$ cat config.mk
export PLATFORM = sky130hd
export DESIGN_NAME = gmii_tx_framer
export DESIGN_NICKNAME = d
export VERILOG_FILES = /design/src/rtl/eth_pkg.sv /design/src/rtl/crc32_d8.sv /design/src/rtl/gmii_tx_framer.sv
export SDC_FILE = /design/constraint.sdc
export NUM_CORES = 1
export LEC_CHECK = 0
export BUFFER_PORTS_ARGS = -buffer_cell sky130_fd_sc_hd__buf_4
export CAP_MARGIN = 40
export CORE_ASPECT_RATIO = 1.2
export CORE_MARGIN = 1.5
export CORE_UTILIZATION = 35
export CTS_CLUSTER_DIAMETER = 80
export DETAILED_ROUTE_END_ITERATION = 10
export PLACE_DENSITY_LB_ADDON = 0.25
export RECOVER_POWER = 50
export SLEW_MARGIN = 15
export SYNTH_ARGS = -nofsm -noshare
export SYNTH_HDL_FRONTEND = slang
export SYNTH_SLANG_ARGS = --single-unit
$ cat constraint.sdc
create_clock -name aclk -period 3.9 [get_ports aclk]
set_input_delay 0.39 -clock aclk [delete_from_list [all_inputs] [get_ports aclk]]
set_output_delay 0.39 -clock aclk [all_outputs]
set_load 0.005 [all_outputs]
$ cat src/rtl/eth_pkg.sv
// Shared Ethernet framing definitions: transmit FSM states, framing bytes and
// the byte-wide reflected CRC-32 step used by the transmit framer and receive checker.
package eth_pkg;

    typedef enum logic [3:0] {
        ST_IDLE,
        ST_PRE,
        ST_SFD,
        ST_DATA,
        ST_PAD,
        ST_FCS,
        ST_ABORT,
        ST_DISCARD,
        ST_IFG
    } tx_state_e;

    localparam logic [7:0]  PREAMBLE_BYTE = 8'h55;
    localparam logic [7:0]  SFD_BYTE      = 8'hD5;
    localparam logic [31:0] CRC32_POLY    = 32'hEDB8_8320;
    localparam logic [31:0] CRC32_INIT    = 32'hFFFF_FFFF;

    function automatic logic [31:0] crc32_next(input logic [31:0] crc, input logic [7:0] data);
        logic [31:0] c;
        c = crc ^ {24'h00_0000, data};
        for (int i = 0; i < 8; i++) begin
            c = c[0] ? ((c >> 1) ^ CRC32_POLY) : (c >> 1);
        end
        return c;
    endfunction

endpackage

$ cat src/rtl/crc32_d8.sv
// Running reflected CRC-32, one byte per enabled cycle; init reloads the seed.
module crc32_d8
    import eth_pkg::*;
(
    input  logic        aclk,
    input  logic        reset,
    input  logic        init_i,
    input  logic        en_i,
    input  logic [7:0]  data_i,
    output logic [31:0] crc_o
);

    logic [31:0] crc_q;

    always_ff @(posedge aclk) begin
        if (reset || init_i) begin
            crc_q <= CRC32_INIT;
        end else if (en_i) begin
            crc_q <= crc32_next(crc_q, data_i);
        end
    end

    assign crc_o = crc_q;

endmodule

$ cat src/rtl/gmii_tx_framer.sv
// GMII transmit framer: preamble/SFD, zero padding, CRC-32 FCS, underrun abort
// and inter-frame gap, fed from a byte-wide valid/ready stream.
//
// state   | meaning
// IDLE    | waiting for s_tvalid; CRC held at seed
// PRE     | emitting preamble bytes
// SFD     | last preamble byte on the wire, SFD registered on exit
// DATA    | accepting payload (s_tready=1)
// PAD     | emitting zero pad up to MIN_FRAME
// FCS     | emitting ~crc LSB first, then dropping tx_en
// ABORT   | single tx_er cycle after an underrun
// DISCARD | draining the rest of the aborted frame
// IFG     | tx_en low for IFG_CYCLES cycles
module gmii_tx_framer
    import eth_pkg::*;
#(
    parameter int PREAMBLE_LEN = 7,
    parameter int MIN_FRAME    = 60,
    parameter int IFG_CYCLES   = 12
) (
    input  logic        aclk,
    input  logic        reset,
    input  logic [7:0]  s_tdata,
    input  logic        s_tvalid,
    input  logic        s_tlast,
    output logic        s_tready,
    output logic [7:0]  gmii_txd,
    output logic        gmii_tx_en,
    output logic        gmii_tx_er,
    output logic        tx_busy,
    output logic [31:0] frames_sent,
    output logic [15:0] underruns
);

    localparam logic [7:0]  PRE_LOAD = (PREAMBLE_LEN > 1) ? 8'(PREAMBLE_LEN - 2) : 8'd0;
    localparam logic [7:0]  IFG_LOAD = 8'(IFG_CYCLES - 1);
    localparam logic [10:0] MIN_CNT  = 11'(MIN_FRAME);

    tx_state_e   state_q;
    logic [7:0]  txd_q;
    logic        tx_en_q;
    logic        tx_er_q;
    logic [7:0]  cnt_q;
    logic [10:0] byte_cnt_q;
    logic [10:0] byte_cnt_d;
    logic        tlast_seen_q;
    logic [31:0] frames_q;
    logic [15:0] underruns_q;

    logic        crc_init;
    logic        crc_en;
    logic [7:0]  crc_data;
    logic [31:0] crc_val;
    logic [31:0] fcs_word;
    logic [7:0]  fcs_byte;

    crc32_d8 u_crc (
        .aclk   (aclk),
        .reset  (reset),
        .init_i (crc_init),
        .en_i   (crc_en),
        .data_i (crc_data),
        .crc_o  (crc_val)
    );

    assign s_tready   = (state_q == ST_DATA) || (state_q == ST_DISCARD);
    assign byte_cnt_d = (byte_cnt_q == 11'h7FF) ? byte_cnt_q : byte_cnt_q + 11'd1;
    assign fcs_word   = ~crc_val;

    always_comb begin
        crc_init = (state_q == ST_IDLE);
        crc_en   = 1'b0;
        crc_data = s_tdata;
        if (state_q == ST_DATA && s_tvalid) begin
            crc_en = 1'b1;
        end else if (state_q == ST_PAD) begin
            crc_en   = 1'b1;
            crc_data = 8'h00;
        end
    end

    // cnt_q counts 4..1 while FCS bytes go out; 0 is the tx_en drop cycle
    always_comb begin
        case (cnt_q[2:0])
            3'd4:    fcs_byte = fcs_word[7:0];
            3'd3:    fcs_byte = fcs_word[15:8];
            3'd2:    fcs_byte = fcs_word[23:16];
            default: fcs_byte = fcs_word[31:24];
        endcase
    end

    always_ff @(posedge aclk) begin
        if (reset) begin
            state_q      <= ST_IDLE;
            txd_q        <= 8'h00;
            tx_en_q      <= 1'b0;
            tx_er_q      <= 1'b0;
            cnt_q        <= 8'd0;
            byte_cnt_q   <= 11'd0;
            tlast_seen_q <= 1'b0;
            frames_q     <= 32'd0;
            underruns_q  <= 16'd0;
        end else begin
            case (state_q)
                ST_IDLE: begin
                    txd_q   <= 8'h00;
                    tx_en_q <= 1'b0;
                    tx_er_q <= 1'b0;
                    if (s_tvalid) begin
                        txd_q        <= PREAMBLE_BYTE;
                        tx_en_q      <= 1'b1;
                        byte_cnt_q   <= 11'd0;
                        tlast_seen_q <= 1'b0;
                        cnt_q        <= PRE_LOAD;
                        state_q      <= (PREAMBLE_LEN == 1) ? ST_SFD : ST_PRE;
                    end
                end
                ST_PRE: begin
                    txd_q <= PREAMBLE_BYTE;
                    if (cnt_q == 8'd0) state_q <= ST_SFD;
                    else               cnt_q   <= cnt_q - 8'd1;
                end
                ST_SFD: begin
                    txd_q   <= SFD_BYTE;
                    state_q <= ST_DATA;
                end
                ST_DATA: begin
                    if (s_tvalid) begin
                        txd_q      <= s_tdata;
                        byte_cnt_q <= byte_cnt_d;
                        if (s_tlast) begin
                            tlast_seen_q <= 1'b1;
                            cnt_q        <= 8'd4;
                            state_q      <= (byte_cnt_d < MIN_CNT) ? ST_PAD : ST_FCS;
                        end
                    end else begin
                        txd_q   <= 8'h00;
                        tx_er_q <= 1'b1;
                        state_q <= ST_ABORT;
                        if (underruns_q != 16'hFFFF) underruns_q <= underruns_q + 16'd1;
                    end
                end
                ST_PAD: begin
                    txd_q      <= 8'h00;
                    byte_cnt_q <= byte_cnt_d;
                    if (byte_cnt_d == MIN_CNT) state_q <= ST_FCS;
                end
                ST_FCS: begin
                    if (cnt_q == 8'd0) begin
                        txd_q    <= 8'h00;
                        tx_en_q  <= 1'b0;
                        frames_q <= frames_q + 32'd1;
                        cnt_q    <= IFG_LOAD;
                        state_q  <= ST_IFG;
                    end else begin
                        txd_q <= fcs_byte;
                        cnt_q <= cnt_q - 8'd1;
                    end
                end
                ST_ABORT: begin
                    txd_q   <= 8'h00;
                    tx_en_q <= 1'b0;
                    tx_er_q <= 1'b0;
                    cnt_q   <= IFG_LOAD;
                    state_q <= tlast_seen_q ? ST_IFG : ST_DISCARD;
                end
                ST_DISCARD: begin
                    if (s_tvalid && s_tlast) begin
                        cnt_q   <= IFG_LOAD;
                        state_q <= ST_IFG;
                    end
                end
                ST_IFG: begin
                    if (cnt_q == 8'd0) state_q <= ST_IDLE;
                    else               cnt_q   <= cnt_q - 8'd1;
                end
                default: state_q <= ST_IDLE;
            endcase
        end
    end

    assign gmii_txd    = txd_q;
    assign gmii_tx_en  = tx_en_q;
    assign gmii_tx_er  = tx_er_q;
    assign tx_busy     = (state_q != ST_IDLE);
    assign frames_sent = frames_q;
    assign underruns   = underruns_q;

endmodule

# Word level (Yosys, flattened, before mapping)
# Index checks and enable logic that the tools add are counted.
dict set report op_classes {
  eq_ne 25
  reduce_logical 24
  n_addsub 4
  n_bitwise 11
  mux 48
  n_lt_le_gt_ge 1
}
# op count
set ops {}
lappend ops {{$mux 32} 8}
lappend ops {{$not 13->14} 8}
lappend ops {{$pmux 8 s6} 2}
lappend ops {{$mux 8} 10}
lappend ops {{$mux 4} 9}
lappend ops {{$pmux 4 s9} 1}
lappend ops {{$mux 11} 3}
lappend ops {{$pmux 11 s3} 1}
lappend ops {{$add 32x1->32 const B} 1}
lappend ops {{$not 32->32} 1}
lappend ops {{$xor 32x8->32} 1}
lappend ops {{$pmux 8 s3} 1}
lappend ops {{$add 16x1->16 const B} 1}
lappend ops {{$eq 4x3->1 const B} 4}
lappend ops {{$ne 16x16->1 const B} 1}
lappend ops {{$ne 2x2->1 const B} 8}
lappend ops {{$reduce_bool 6->1} 2}
lappend ops {{$add 11x1->11 const B} 1}
lappend ops {{$eq 11x11->1 const B} 1}
lappend ops {{$eq 11x6->1 const B} 1}
lappend ops {{$lt 11x6->1 const B} 1}
lappend ops {{$mux 1} 9}
lappend ops {{$eq 4x2->1 const B} 2}
lappend ops {{$logic_not 8->1} 1}
lappend ops {{other kinds (23)} 35}
dict set report totals {
  ff_bits 114
}

# Logic depth before layout (Yosys ltp)
# Gate-level depths: netlist of run 1.
dict set report depth {
  ltp_word 20
  depth_mapped 10
}

# By module
# A second synthesis of run 1 with hierarchy kept.
dict set report unflattened {
  hier_cells 769
  hier_area_um2 6538.8
}
# mod seq_area_each_um2 cells_each instances area_each_um2
set modules_own_cells {}
lappend modules_own_cells {gmii_tx_framer 1641.6 574 1 4601.9}
lappend modules_own_cells {crc32_d8 640.6 195 1 1936.9}

# Worst setup path after synthesis of run 1
# No wires, ideal clock.
dict set report synth_timing {
  kind {reg2reg}
  startpoint {register state_q[3]}
  endpoint {register u_crc.crc_q[20] (netlist: u_crc.crc_o[20])}
  path_buffers 1
  arrival_ns 2.524
  synth_period_minus_slack_ns 2.598
  setup_ns 0.074
  slack_ns 1.302
  path_stages_with_launch 9
  cell_sequence {dfxtp_1 > or4b_1 > buf_4 > nand2_1 > xor2_1 > xnor3_1 > xor2_1 > xnor3_1 > o211ai_2}
}
dict set report synth_between {
  elab_chain_len 17
  word_cells_on_any_way 24
  classes_between {eq/ne: 2; mux: 12; bitwise: 7; reduce/logical: 3}
}
# element line
set synth_lines {}
lappend synth_lines {{start, declared} gmii_tx_framer.sv:39} ;# tx_state_e state_q;
lappend synth_lines {{start signal, assigned} gmii_tx_framer.sv:115} ;# state_q <= (PREAMBLE_LEN == 1) ? ST_SFD : ST_PRE;
lappend synth_lines {{start signal, assigned} gmii_tx_framer.sv:134} ;# state_q <= (byte_cnt_d < MIN_CNT) ? ST_PAD : ST_FCS;
lappend synth_lines {{start signal, assigned} gmii_tx_framer.sv:165} ;# state_q <= tlast_seen_q ? ST_IFG : ST_DISCARD;
lappend synth_lines {{$eq 4x3->1 / $eq 4x2->1 (equally long branches)} {gmii_tx_framer.sv:76, gmii_tx_framer.sv:74}}
lappend synth_lines {{$mux 8 / $logic_and 1x1->1 (equally long branches)} {gmii_tx_framer.sv:76, gmii_tx_framer.sv:74}}
lappend synth_lines {{$mux 8} gmii_tx_framer.sv:74} ;# if (state_q == ST_DATA && s_tvalid) begin
lappend synth_lines {{$xor 32x8->32} eth_pkg.sv:24} ;# c = crc ^ {24'h00_0000, data};
lappend synth_lines {{$mux 32} eth_pkg.sv:26} ;# c = c[0] ? ((c >> 1) ^ CRC32_POLY) : (c >> 1);
lappend synth_lines {{$not 13->14 (no line)} --}
lappend synth_lines {{$mux 32 (2 in series)} eth_pkg.sv:26}
lappend synth_lines {{$not 13->14 (no line)} --}
lappend synth_lines {{$mux 32} eth_pkg.sv:26}
lappend synth_lines {{$not 13->14 (no line)} --}
lappend synth_lines {{$mux 32 (2 in series)} eth_pkg.sv:26}
lappend synth_lines {{$not 13->14 (no line)} --}
lappend synth_lines {{$mux 32} eth_pkg.sv:26}
lappend synth_lines {{$not 13->14 (no line)} --}
lappend synth_lines {{$mux 32} eth_pkg.sv:26}
lappend synth_lines {{end signal, assigned} crc32_d8.sv:19} ;# crc_q <= crc32_next(crc_q, data_i);
lappend synth_lines {{end, declared} crc32_d8.sv:13} ;# logic [31:0] crc_q;
# Several ways; a longest one is shown, not always the timed one.
# A chain may end at the register's enable or synchronous reset.

# Final worst setup path of run 1
dict set report layout_timing {
  startpoint {register state_q[0]}
  endpoint {register u_crc.crc_q[28] (netlist: u_crc.crc_o[28])}
}
dict set report layout_between {
  elab_chain_len 14
  word_cells_on_any_way 21
  classes_between {eq/ne: 2; mux: 12; bitwise: 4; reduce/logical: 3}
}
# element line
set layout_lines {}
lappend layout_lines {{$eq 4x3->1 / $eq 4x2->1 (equally long branches)} {gmii_tx_framer.sv:76, gmii_tx_framer.sv:74}}
lappend layout_lines {{$mux 8 / $logic_and 1x1->1 (equally long branches)} {gmii_tx_framer.sv:76, gmii_tx_framer.sv:74}}
lappend layout_lines {{$mux 8} gmii_tx_framer.sv:74}
lappend layout_lines {{$xor 32x8->32} eth_pkg.sv:24}
lappend layout_lines {{$mux 32 (5 in series)} eth_pkg.sv:26}
lappend layout_lines {{$not 13->14 (no line)} --}
lappend layout_lines {{$mux 32} eth_pkg.sv:26}
lappend layout_lines {{$not 13->14 (no line)} --}
lappend layout_lines {{$mux 32 (2 in series)} eth_pkg.sv:26}
# Several ways; a longest one is shown, not always the timed one.

==> qor.yml, run 1 <==
outcome:
  outcome: "finished, final reports clean"
synth:
  ys_top_cells_by_count: "dfxtp_1 (114), nor2_1 (91), nand2_1 (87), xor2_1 (47), xnor2_1 (45)"
  synth_top_area_frac: 0.3566
  ys_types: 70
  synth_seq_cells: 114
  yosysMostFrequentCell: "dfxtp_1"
  syn_area_um2: 6400
  synth_edf_count: 0
  syn-mean-instance-area_um2: 8.625
  ys_async_sr_fraction: 0
  synth-main-ff-cell: "dfxtp_1"
  ys_seq_area_frac: 0.3566
  synth_top_cell_by_area: "dfxtp_1"
  synth_nets: 761
  syn_inst: 742
  synth_area_leaders: "dfxtp_1 (36%), xor2_1 (6.4%), xnor2_1 (6.2%)"
  ys.warnings.count: 0
grt:
  grt_pass1_wl_um: 26990
  globalRouteOverflowTotal: 0
  antenna_found_initial: 0
  grt_pass1_vias: 5055
  grt_usage: 0.1796
  grt_max_degree: 53
clock_network:
  cts_max_level: 4
  cts.hold.buffers_added: 0
  postCtsSetupBuffers: 0
  cts_inserted_buffers: 17
  cts_tree: "done"
  path_clk_slew_ps: 50
  cts_root_buffer: "clkbuf_16"
  clk-insertion-delay-late_ps: 420
  cts.sinks: 114
  post_cts_resized: 0
  cts.path.max_buffers: 2
power_and_ir_drop:
  power_w: 0.004348
  peakVddDrop_v: 0.0003223
  leakage_nw: 2.969
  cellPowerDensity_nw_per_um2: 556.6
routing:
  wl_per_cell_um: 15.85
  drc: 0
  drt-pass1-iter-count: 5
  drt_iter0_markers: 257
  postRouteAntennaNets: 0
  via_per_inst: 5.252
  wirelength_um: 16500
  num_vias: 5467
critical_path:
  required_ps: 4240
  arrival_ps: 3590
  cp_slowest_cell: "nor2_2"
  worstSetupStartpointType: "flop"
  path_max_fanout: 32
  path_cells: "clkbuf_1 -> and4bb_1 -> and2_0 -> nor2_2 -> buf_4 -> nor2_1 -> o21ai_0"
  end_kind: "flop"
  critical_path_class: "reg -> reg"
  worst_path_largest_cell_delay_ps: 1040
timing:
  rsz0062_at_grt: "no"
  worst_slew_pin_slew_ps: 1269
  setup_viol_count_final: 0
  drv_slew: 0
  max_freq_ghz: 0.3076
  tns_ps: 0
  min_period_ps: 3251
  hold_violations: 0
  finClkSkew_ps: 9.921
  period_share: 0.8336
  slew_headroom: 0.1533
floorplanning:
  initial_core_util: 0.3548
  core_area_um2: 18040
  dieArea_um2: 19110
  die_h_um: 151.1
  ioPinCount: 72
  die_w_um: 126.4
  rows: 54
placement:
  dp_cells: 1008
  dpl.hpwl_um: 11580
  port_buffers: 71
  dpl-instance-area_um2: 7159
  place_congestion: 0.8044
finish:
  stdcell_count: 1041
  fin_area_um2: 7811
  drive_above_1_share: 0.1567
  area_delta_synth_final_pct: 22.05
  postLayoutCoreUtil: 0.4330
  fin_nets: 823
  antennaDiodeCount: 0
hold_path:
  hold_class: "in -> reg"
flow_run:
  maxCapViolCount: 0
[logic make-up (layout without fill, tap and decap cells)]
family | after synthesis | after routing | share of synthesized area
flip-flops | 114 | 114 | 0.3566
adder cells (fa/ha/maj) | 7 | 7 | 0.01368
multiplexers | 3 | 3 | 0.004692
XOR/XNOR | 112 | 112 | 0.1973
AND/OR/NAND/NOR | 293 | 293 | 0.2254
buffers and inverters | 50 | 125 | 0.03070
AO/OA/AOI/OAI | 163 | 163 | 0.1717
[metal layers]
layer | share of wire | GRT usage | routed length, um | vias to the layer above
li1 | - | - | - | 2762
met1 | 0.45 | 0.2246 | 7500 | 2587
met2 | 0.50 | 0.3033 | 8191 | 101
met3 | 0.036 | 0.04415 | 589 | 17
met4 | 0.013 | 0.06034 | 214 | 0
met5 | 0 | 0 | 0 | -
[path summary, 6_finish.rpt]
kind	start	to	slack, ps	depth (start not counted)
hold reg to reg	frames_sent[7]	frames_sent[7]	500	2
setup / recovery	state_q[0]	u_crc.crc_o[28]	650	7
setup reg to reg	state_q[0]	u_crc.crc_o[28]	650	7
hold / removal	s_tdata[5]	gmii_txd[5]	260	3
[report_power, final]
group	total [W]	internal, W	switching, W
registers	0.00130	0.00123	0.0000724
logic	0.00123	0.000498	0.000733
clock network	0.00181	0.00123	0.000579
total	0.00435	0.00296	0.00138
[stage by stage]
step           hold WS, ps  setup slack [ps]
2_1_floorplan        461.5              1302
3_3_place_gp         490.3             929.1
3_5_place_dp         493.5             873.3
4_1_cts              249.1             856.3
5_1_grt              252.7             424.5
6_report             260.9             649.0
[worst max-delay path, delay by kind of cell, from the launching register on]
kind | cells | cell delay [ps]
simple gates | 4 | 1900
flops | 1 | 300
compound gates | 1 | 140
buf+inv | 2 | 830
[final cells by class]
class | count | area [um^2]
clock buffer | 20 | 456.7
timing repair buffer | 82 | 596.8
multi-input combinational | 578 | 3926
sequential | 114 | 2282
clock inverter | 12 | 227.7
inverter | 11 | 41.29
tap | 224 | 280.3
fill | 1788 | 10230
[state kept, by name (all words and copies together) (netlist names)]
signal / cells
tlast_seen_q: 1
state_q: 4
gmii_tx_er: 1
cnt_q: 8
u_crc.crc_o: 32
gmii_tx_en: 1
gmii_txd: 8
underruns: 16
frames_sent: 32
byte_cnt_q: 11
[layout by cell type, fill, tap and decap left out, types with 10 or more instances in the layout]
master,synthesis,final
nor2_1,91,89
nand2_1,87,87
nand3_1,22,22
inv_1,11,11
clkbuf_4,0,52
xnor2_1,45,45
o211ai_1,26,26
buf_4,1,19
nand4_1,14,14
xor2_1,47,47
clkbuf_1,32,10
o21ai_0,31,31
dfxtp_1,114,114
and4_1,12,12
a21oi_1,38,38
clkbuf_16,0,17
No activity file was read; power rests on OpenSTA's default activity.
==> run 2, diff against run 1 <==
==> constraint.sdc (replaced) <==
create_clock -name aclk -period 3.1 [get_ports aclk]
set_input_delay 0.31 -clock aclk [delete_from_list [all_inputs] [get_ports aclk]]
set_output_delay 0.31 -clock aclk [all_outputs]
set_load 0.005 [all_outputs]
==> run 2 against run 1 <==
Final area up 0.21%. Register-to-register slack worse by 450 ps. Die area unchanged. Clock skew is 1.1 ps lower. Via count rose by 1.3%. Combinational power rose by 32%. Flip-flop and latch count unchanged. Fmax grew 12%. Largest cell class unchanged. Non-clock buffer count is 9 higher. Critical path type unchanged.
==> qor.yml, run 2 (synthesized netlist as in run 1, its figures left out) <==
outcome:
  outcome: "finished, final reports clean"
timing:
  hold_violations: 0
  slew_headroom: 0.4791
  whs_ps: 178.1
  setup_ws_ps: 196.0
  drv_slew: 0
  rsz0062_at_grt: "no"
  period_share: 0.9368
  min_period_ps: 2904
  setup_viol_count_final: 0
  max_freq_ghz: 0.3444
  worst_slew_pin_slew_ps: 779.4
  tns_ps: 0
  finClkSkew_ps: 8.837
critical_path:
  path_max_fanout: 10
  cp_slowest_cell: "or4b_4"
  end_kind: "flop"
  r2r_slack_ps: 200
  crit_family: "XOR/XNOR gates"
  path_buf_inv: 0
  required_ps: 3440
  path_cells: "or4b_4 -> nand2_1 -> xor2_1 -> xnor3_1 -> xor2_1 -> xnor3_1 -> o211ai_2"
  worst_path_largest_cell_delay_ps: 660
  worstSetupStartpointType: "flop"
  arrival_ps: 3240
  critical_path_class: "reg -> reg"
finish:
  stdcell_count: 1050
  layout_common_cells: "dfxtp_1 (114), nor2_1 (90), nand2_1 (87)"
  area_delta_synth_final_pct: 22.31
  fin_nets: 832
  drive_above_1_share: 0.1695
  final_common_cell: "dfxtp_1"
  nFillCells: 1795
  postLayoutCoreUtil: 0.4339
  antennaDiodeCount: 0
grt:
  globalRouteOverflowTotal: 0
  grt_usage: 0.1796
  grt_pass1_vias: 5196
  grt_max_degree: 70
  antenna_found_initial: 0
  grt_pass1_wl_um: 26990
power_and_ir_drop:
  p_sw_w: 0.001758
  seq_power_share: 0.311
  peakVddDrop_v: 0.0003923
  leakage_nw: 2.994
  pwr-share-clk: 0.380
  comb_power_share: 0.309
  p_sw_frac: 0.3353
  cellPowerDensity_nw_per_um2: 669.9
  p_int_w: 0.003486
routing:
  num_vias: 5536
  via_per_inst: 5.272
  drc: 0
  wl_per_cell_um: 15.81
  drt-pass1-iter-count: 6
  postRouteAntennaNets: 0
  drt_iter0_markers: 338
  wirelength_um: 16600
clock_network:
  post_cts_resized: 1
  cts.path.max_buffers: 2
  clk-insertion-delay-late_ps: 410
  cts_max_level: 4
  cts.sinks: 114
  cts.hold.buffers_added: 0
  path_clk_slew_ps: 60
  cts_inserted_buffers: 17
  cts_root_buffer: "clkbuf_16"
  cts_tree: "done"
  postCtsSetupBuffers: 0
placement:
  place_ws_ps: 58.04
  place_congestion: 0.8209
  dpl.hpwl_um: 11620
  dp_cells: 1018
  port_buffers: 71
floorplanning:
  initial_core_util: 0.3548
  die_w_um: 126.4
  ioPinCount: 72
  die_h_um: 151.1
  dieArea_um2: 19110
  core_area_um2: 18040
  rows: 54
flow_run:
  maxCapViolCount: 0
hold_path:
  hold_class: "in -> reg"
run 2: changes by cell type in the layout (fill, tap and decap cells not counted), moves of 2 or more:
| cell | delta |
|---|---|
| buf_4 | +9 |
| clkbuf_8 | -2 |
| clkbuf_4 | +3 |
| bufinv_16 | -3 |
| clkbuf_1 | -3 |
run 2: final timing paths:
path,start,cells after the start,end
min,s_tdata[5],3,gmii_txd[5]
min reg2reg,gmii_tx_er,2,gmii_tx_er
max,state_q[3],7,u_crc.crc_o[20]
max reg2reg,state_q[3],7,u_crc.crc_o[20]
run 2: worst register-to-register path, stage by stage (launching register included):
cell and delay [ps]:
dfxtp_1 310, or4b_4 660, nand2_1 160, xor2_1 350, xnor3_1 520, xor2_1 390, xnor3_1 300, o211ai_2 140
run 2: power by group through the flow:
stage	logic, W	clock network, W	registers [W]
after floorplan	0.00117	0	0.00164
after global routing	0.00177	0.00212	0.00164
after detailed placement	0.00163	0	0.00166
after CTS	0.00164	0.00205	0.00163
after global placement	0.00160	0	0.00166
final	0.00162	0.00200	0.00163
run 2: cell type report:
cell class / instances / area [um^2] / share of cell area
tap: 224 / 280.3 / 0.03581
multi-input combinational: 578 / 3928 / 0.5018
timing repair buffer: 91 / 700.7 / 0.08951
clock buffer: 20 / 436.7 / 0.05579
inverter: 11 / 41.29 / 0.005275
sequential: 114 / 2282 / 0.2916
clock inverter: 12 / 158.9 / 0.02030
run 2: metrics by stage:
step           instance area [um^2]  power [W]
2_1_floorplan                  6400   0.002812
3_3_place_gp                   7216   0.003264
3_5_place_dp                   7254   0.003286
4_1_cts                        7854   0.005312
5_1_grt                        7828   0.005534
6_report                       7828   0.005244
run 2: layer usage:
metal | part of all wire | GRT usage
met2 | 0.49 | 0.3027
met4 | 0.024 | 0.07414
met1 | 0.44 | 0.2195
met5 | 0 | 0
met3 | 0.043 | 0.04451
